<file path="src/rtl/rv32i_regdump_if.sv">
// ---------------------------------------------------------------------------
// rv32i_regdump_if
//
// Stream bus carrying register snapshot beats from the regdump engine toward
// the debug transport.
//
//   m_valid_o  beat valid (driven by the engine)
//   m_ready_i  beat accepted when high together with m_valid_o (driven by sink)
//   m_addr_o   architectural register index of the beat
//   m_data_o   register value of the beat
//
// Modports:
//   master  the engine side (drives valid/addr/data, observes ready)
//   slave   the transport side (observes valid/addr/data, drives ready)
// ---------------------------------------------------------------------------
interface rv32i_regdump_if;

    logic        m_valid_o;
    logic        m_ready_i;
    logic [4:0]  m_addr_o;
    logic [31:0] m_data_o;

    modport master (
        output m_valid_o,
        output m_addr_o,
        output m_data_o,
        input  m_ready_i
    );

    modport slave (
        input  m_valid_o,
        input  m_addr_o,
        input  m_data_o,
        output m_ready_i
    );

endinterface

</file>
<file path="src/rtl/rv32i_regdump.sv">
// ---------------------------------------------------------------------------
// rv32i_regdump
//
// Debug readout engine for the RV32I register file. On a start request it
// walks x[first]..x[last] (wrapping 31 -> 0) through one regfile read port
// and streams each value out as an {index, data} beat. The core is held in
// halt for the whole dump so writeback cannot disturb the snapshot.
//
// Ports:
//   clk_i       system clock, rising edge
//   rst_in      asynchronous active-low reset
//   start_i     dump request, only looked at while idle
//   first_i     first register index, captured with the accepted start
//   last_i      last register index, captured with the accepted start
//   abort_i     cancels a dump in progress; no done pulse follows
//   busy_o      high while a dump is in progress
//   halt_req_o  same as busy_o; core freezes register writes while high
//   done_o      one-cycle pulse after the final beat has been accepted
//   rs_o        regfile read address (the walking pointer)
//   rs_data_i   combinational regfile read data for rs_o
//   stream      beat output bus (master side)
// ---------------------------------------------------------------------------
module rv32i_regdump (
    input  logic                   clk_i,
    input  logic                   rst_in,
    input  logic                   start_i,
    input  logic [4:0]             first_i,
    input  logic [4:0]             last_i,
    input  logic                   abort_i,
    output logic                   busy_o,
    output logic                   halt_req_o,
    output logic                   done_o,
    output logic [4:0]             rs_o,
    input  logic [31:0]            rs_data_i,
    rv32i_regdump_if.master        stream
);

    typedef enum logic [1:0] {
        IDLE  = 2'd0,
        FETCH = 2'd1,
        SEND  = 2'd2,
        DONE  = 2'd3
    } state_t;

    state_t      state_q, state_d;
    logic [4:0]  ptr_q,   ptr_d;
    logic [4:0]  last_q,  last_d;
    logic [31:0] data_q,  data_d;
    logic [4:0]  addr_q,  addr_d;

    // State and datapath registers. Everything clears together so that the
    // outputs, all decoded from these registers, show reset values at once.
    always_ff @(posedge clk_i or negedge rst_in) begin
        if (!rst_in) begin
            state_q <= IDLE;
            ptr_q   <= 5'd0;
            last_q  <= 5'd0;
            data_q  <= 32'd0;
            addr_q  <= 5'd0;
        end else begin
            state_q <= state_d;
            ptr_q   <= ptr_d;
            last_q  <= last_d;
            data_q  <= data_d;
            addr_q  <= addr_d;
        end
    end

    // Next-state logic. The beat is captured into data_q/addr_q in FETCH so
    // that the stream stays stable during backpressure in SEND, regardless
    // of what the regfile port does. Abort takes priority over any handshake
    // so a cancelled dump never produces done. The pointer is 5 bits wide,
    // so incrementing past 31 naturally wraps to 0 for wrapped ranges.
    always_comb begin
        state_d = state_q;
        ptr_d   = ptr_q;
        last_d  = last_q;
        data_d  = data_q;
        addr_d  = addr_q;

        case (state_q)
            IDLE: begin
                if (start_i && !abort_i) begin
                    ptr_d   = first_i;
                    last_d  = last_i;
                    state_d = FETCH;
                end
            end

            FETCH: begin
                if (abort_i) begin
                    state_d = IDLE;
                end else begin
                    data_d  = rs_data_i;
                    addr_d  = ptr_q;
                    state_d = SEND;
                end
            end

            SEND: begin
                if (abort_i) begin
                    state_d = IDLE;
                end else if (stream.m_ready_i) begin
                    if (ptr_q == last_q) begin
                        state_d = DONE;
                    end else begin
                        ptr_d   = ptr_q + 5'd1;
                        state_d = FETCH;
                    end
                end
            end

            DONE: begin
                state_d = IDLE;
            end

            default: begin
                state_d = IDLE;
            end
        endcase
    end

    assign busy_o           = (state_q != IDLE);
    assign halt_req_o       = busy_o;
    assign done_o           = (state_q == DONE);
    assign rs_o             = ptr_q;
    assign stream.m_valid_o = (state_q == SEND);
    assign stream.m_addr_o  = addr_q;
    assign stream.m_data_o  = data_q;

endmodule

</file>
<file path="src/flat_wrapper.sv">
// flat-port wrapper written by rule: the top's interface ports become plain ports
module rv32i_regdump_flat 
  (clk_i, rst_in, start_i, first_i, last_i, abort_i, busy_o, halt_req_o, done_o, rs_o, rs_data_i, stream_m_valid_o, stream_m_addr_o, stream_m_data_o, stream_m_ready_i);
  rv32i_regdump_if stream_i ();
  input  logic clk_i;
  input  logic rst_in;
  input  logic start_i;
  input  logic [4:0] first_i;
  input  logic [4:0] last_i;
  input  logic abort_i;
  output logic busy_o;
  output logic halt_req_o;
  output logic done_o;
  output logic [4:0] rs_o;
  input  logic [31:0] rs_data_i;
  output wire logic [$bits(stream_i.m_valid_o)-1:0] stream_m_valid_o;
  output wire logic [$bits(stream_i.m_addr_o)-1:0] stream_m_addr_o;
  output wire logic [$bits(stream_i.m_data_o)-1:0] stream_m_data_o;
  input wire logic [$bits(stream_i.m_ready_i)-1:0] stream_m_ready_i;
  assign stream_m_valid_o = stream_i.m_valid_o;
  assign stream_m_addr_o = stream_i.m_addr_o;
  assign stream_m_data_o = stream_i.m_data_o;
  assign stream_i.m_ready_i = stream_m_ready_i;
  rv32i_regdump u_core (.clk_i(clk_i), .rst_in(rst_in), .start_i(start_i), .first_i(first_i), .last_i(last_i), .abort_i(abort_i), .busy_o(busy_o), .halt_req_o(halt_req_o), .done_o(done_o), .rs_o(rs_o), .rs_data_i(rs_data_i), .stream(stream_i));
endmodule
</file>
<file path="config.mk">
export PLATFORM = sky130hd
export DESIGN_NAME = rv32i_regdump_flat
export DESIGN_NICKNAME = d
export VERILOG_FILES = /design/src/rtl/rv32i_regdump_if.sv /design/src/rtl/rv32i_regdump.sv /design/src/flat_wrapper.sv
export SDC_FILE = /design/constraint.sdc
export NUM_CORES = 1
export LEC_CHECK = 0
export BUFFER_PORTS_ARGS = -buffer_cell sky130_fd_sc_hd__buf_2
export CORE_MARGIN = 2
export CORE_UTILIZATION = 50
export CTS_CLUSTER_SIZE = 24
export DETAILED_ROUTE_END_ITERATION = 16
export PLACE_DENSITY = 0.84
export SLEW_MARGIN = 30
export SYNTH_ARGS = -nofsm -noshare
export SYNTH_HDL_FRONTEND = slang
export SYNTH_SLANG_ARGS = --single-unit
</file>
<file path="constraint.sdc">
create_clock -name clk_i -period 4.4 [get_ports clk_i]
set_input_delay 0.88 -clock clk_i [delete_from_list [all_inputs] [get_ports clk_i]]
set_output_delay 0.88 -clock clk_i [all_outputs]
set_load 0.05 [all_outputs]
</file>
==> run_results.csv <==
group,metric,value,unit
outcome,status,"completed",
yosys,syn_area,2083,um^2
global_route,grt_pass1_vias,1423,
die,core_area,4000,um^2
setup_path,slowest_stage,"dfrtp_1",
layout,diodes,0,
yosys,syn_nets,204,
routing,avgRoutedWirePerCell,13.50,um
die,die_area,4699,um^2
layout,drive_above_1_share,56.80,%
global_route,grt_max_degree,50,
die,io-pin-count,93,
global_route,met2_usage,30.89,%
pwr,power_density,646.7,nW/um^2
yosys,synth.distinct_cells,30,
yosys,yosys-top-cells-area,"dfrtp_1, mux2_2, nand2_1",
die,die_x,68.55,um
yosys,synthFlopType,"dfrtp_1",
yosys,avgSynthCellArea,13.35,um^2
timing,rsz0062_at_grt,"no",
clocking,clk_pin_slew_worst_paths,70,ps
yosys,yosys.area_share.simple,9.429,%
routing,firstDrtPassIters,4,
yosys,synth_edf_count,0,
yosys,synth_top_family_by_area,"multiplexers",
clocking,clk_latency,290,ps
timing,fin_setup_tns,0,ps
timing,max_clock_freq,423.2,MHz
yosys,synth_cells,156,
clocking,postCtsHoldBufs,0,
routing,drc_errors,0,
timing,finalClockSkew,8.028,ps
layout,syn2layout_area_growth,28.17,%
layout,nNetsFinal,299,
routing,vias,1539,
setup_path,critPathMaxFanout,9,
yosys,synth-warning-count,0,
global_route,grt_overflow,0,
yosys,synth_xor_area_share,2.102,%
global_route,busiest_layer,"met2",
routing,drt_wl_total,4050,um
clocking,cts_root_buffer,"clkbuf_8",
yosys,synth_compound_area_share,5.586,%
global_route,grtUsageTotal,17.64,%
hold_path,hp-class,"reg2reg",
clocking,cts_tree,"yes",
setup_path,slowest_delay,450,ps
yosys,async_flop_share,100.0,%
setup_path,crit_required,3520,ps
placed_design,detailed_place_hpwl,3028,um
flow_run,drv_cap,0,
timing,period_share,53.70,%
global_route,grt_pass1_wl,6099,um
timing,finalHoldViolCount,0,
global_route,grt_use_met1,20.78,%
clocking,cts.htree.levels,2,
die,die_height,68.55,um
layout,finalCoreUtilization,66.75,%
setup_path,critPathCaptureType,"primary output",
routing,drtIter0Drc,71,
global_route,use_met3,5.032,%
routing,avgViaCountPerCell,5.130,
setup_path,crit_chain,"nand2b_1, inv_2, buf_2",
clocking,clockBufferDepth,2,
clocking,post_cts_resized,0,
timing,worstMarginPinSlew,583.1,ps
clocking,numCtsBuffers,5,
pwr,irDropWorstVdd,0.0004068,V
timing,layout_min_cycle_time,2363,ps
timing,maxSlewHeadroom,60.82,%
yosys,ys_top_cells_by_count,"dfrtp_1, mux2_2, nand2_1",
die,start_util,52.08,%
yosys,synth_top_area_cell,"dfrtp_1",
timing,maxSlewViolCount,0,
routing,ant_nets,0,
die,rows,23,
clocking,post_cts_buffers,0,
yosys,synth-adder-area-share,0.6006,%
yosys,ys_seq_elements,49,
setup_path,path_class,"reg2out",
setup_path,cp.arrival,1480,ps
clocking,clkSinkCount,49,
yosys,synth_most_common_cell,"dfrtp_1",
yosys,synthMuxAreaShare,20.72,%
timing,setup_violations,0,
yosys,synth_top_area_share,58.86,%
placed_design,routabilityCongestion,0.7915,
placed_design,port_buffers,92,
setup_path,worstSetupStartpointType,"flip-flop",
pwr,power_leakage,1.342,nW
global_route,antenna_found_initial,0,
yosys,ys_seq_area_share,58.86,%
==> cell families after synthesis <==
family,Yosys count
multiplexers,38
adder cells (fa/ha/maj),1
flip-flops,49
buffers and inverters,8
XOR/XNOR,5
AO/OA/AOI/OAI,16
AND/OR/NAND/NOR,39
==> where the power goes <==
part           internal, mW  switching [mW]
Sequential            0.581          0.0872
Combinational         0.225           0.599
Clock                 0.105           0.130
Total                 0.911           0.816
==> critical path, delay by kind of cell (launching register included) <==
family,cells,cell delay (ps)
buffers and inverters,2,470
DFF,1,450
and+or+nand+nor,1,280
==> sequential cells by signal, indices dropped and copies added, names as in the netlist <==
register,count
u_core.stream.m_data_o,32
u_core.last_q,5
u_core.rs_o,5
u_core.stream.m_addr_o,5
u_core.state_q,2
==> worst paths after layout <==
path	end	slack [ps]	cells after the start	from
min	u_core.last_q[3]	500	2	u_core.last_q[3]
max	stream_m_valid_o	2040	3	u_core.state_q[0]
max reg2reg	u_core.rs_o[1]	2530	4	u_core.rs_o[0]
min in group asynchronous	u_core.state_q[1]	600	1	rst_in
max in group asynchronous	u_core.rs_o[3]	3410	1	rst_in
min reg2reg	u_core.last_q[3]	500	2	u_core.last_q[3]
==> cell type report <==
class                   instances  area [um^2]
clock buffers                   5        68.82
flip-flops and latches         49         1226
inverters                       3        11.26
well taps                      50        62.56
fillers                       323         1330
multi-input cells              99        805.8
clock inverters                 1        5.005
repair buffers                 93        490.5
==> layout by cell type, fill, tap and decap left out <==
cell / Yosys / final
a21oi_1: 1 / 1
a21o_1: 1 / 1
nor3_2: 1 / 1
or2_2: 1 / 1
a31oi_1: 3 / 3
dfrtp_1: 49 / 49
ha_1: 1 / 1
nor4b_4: 1 / 1
xor2_1: 5 / 5
nor2_4: 0 / 1
o22a_1: 3 / 3
clkinv_2: 0 / 1
a221oi_1: 1 / 1
buf_16: 0 / 1
nor2_1: 7 / 7
o21ai_0: 1 / 1
inv_1: 2 / 2
mux2_2: 37 / 37
nand2b_1: 3 / 3
buf_2: 0 / 91
clkbuf_8: 0 / 5
o22ai_1: 1 / 1
mux2_4: 1 / 1
or3_1: 1 / 1
buf_4: 1 / 1
nand2_1: 20 / 20
a211oi_1: 4 / 4
a211o_1: 1 / 1
and3_1: 2 / 2
and2_1: 1 / 1
nor3_1: 1 / 1
inv_2: 1 / 1
==> layer usage <==
metal | vias up | wire, um
li1 | 738 | -
met1 | 742 | 1572
met5 | - | 0
met3 | 2 | 273
met4 | 0 | 7
met2 | 57 | 2197
==> metrics by stage <==
stage               cells  cell area (um^2)  power [mW]  hold WS, ps  setup WS [ps]
finish                300              2670       1.727        500.7           2037
floorplan             156              2083       1.299        465.2           2377
CTS                   299              2643       1.744        507.3           2032
global placement      293              2566       1.486        482.5           2023
global route          300              2670       1.822        518.6           1946
detailed placement    293              2569       1.506        488.6           1990
Note: power is estimated with default switching activity, not from simulation.
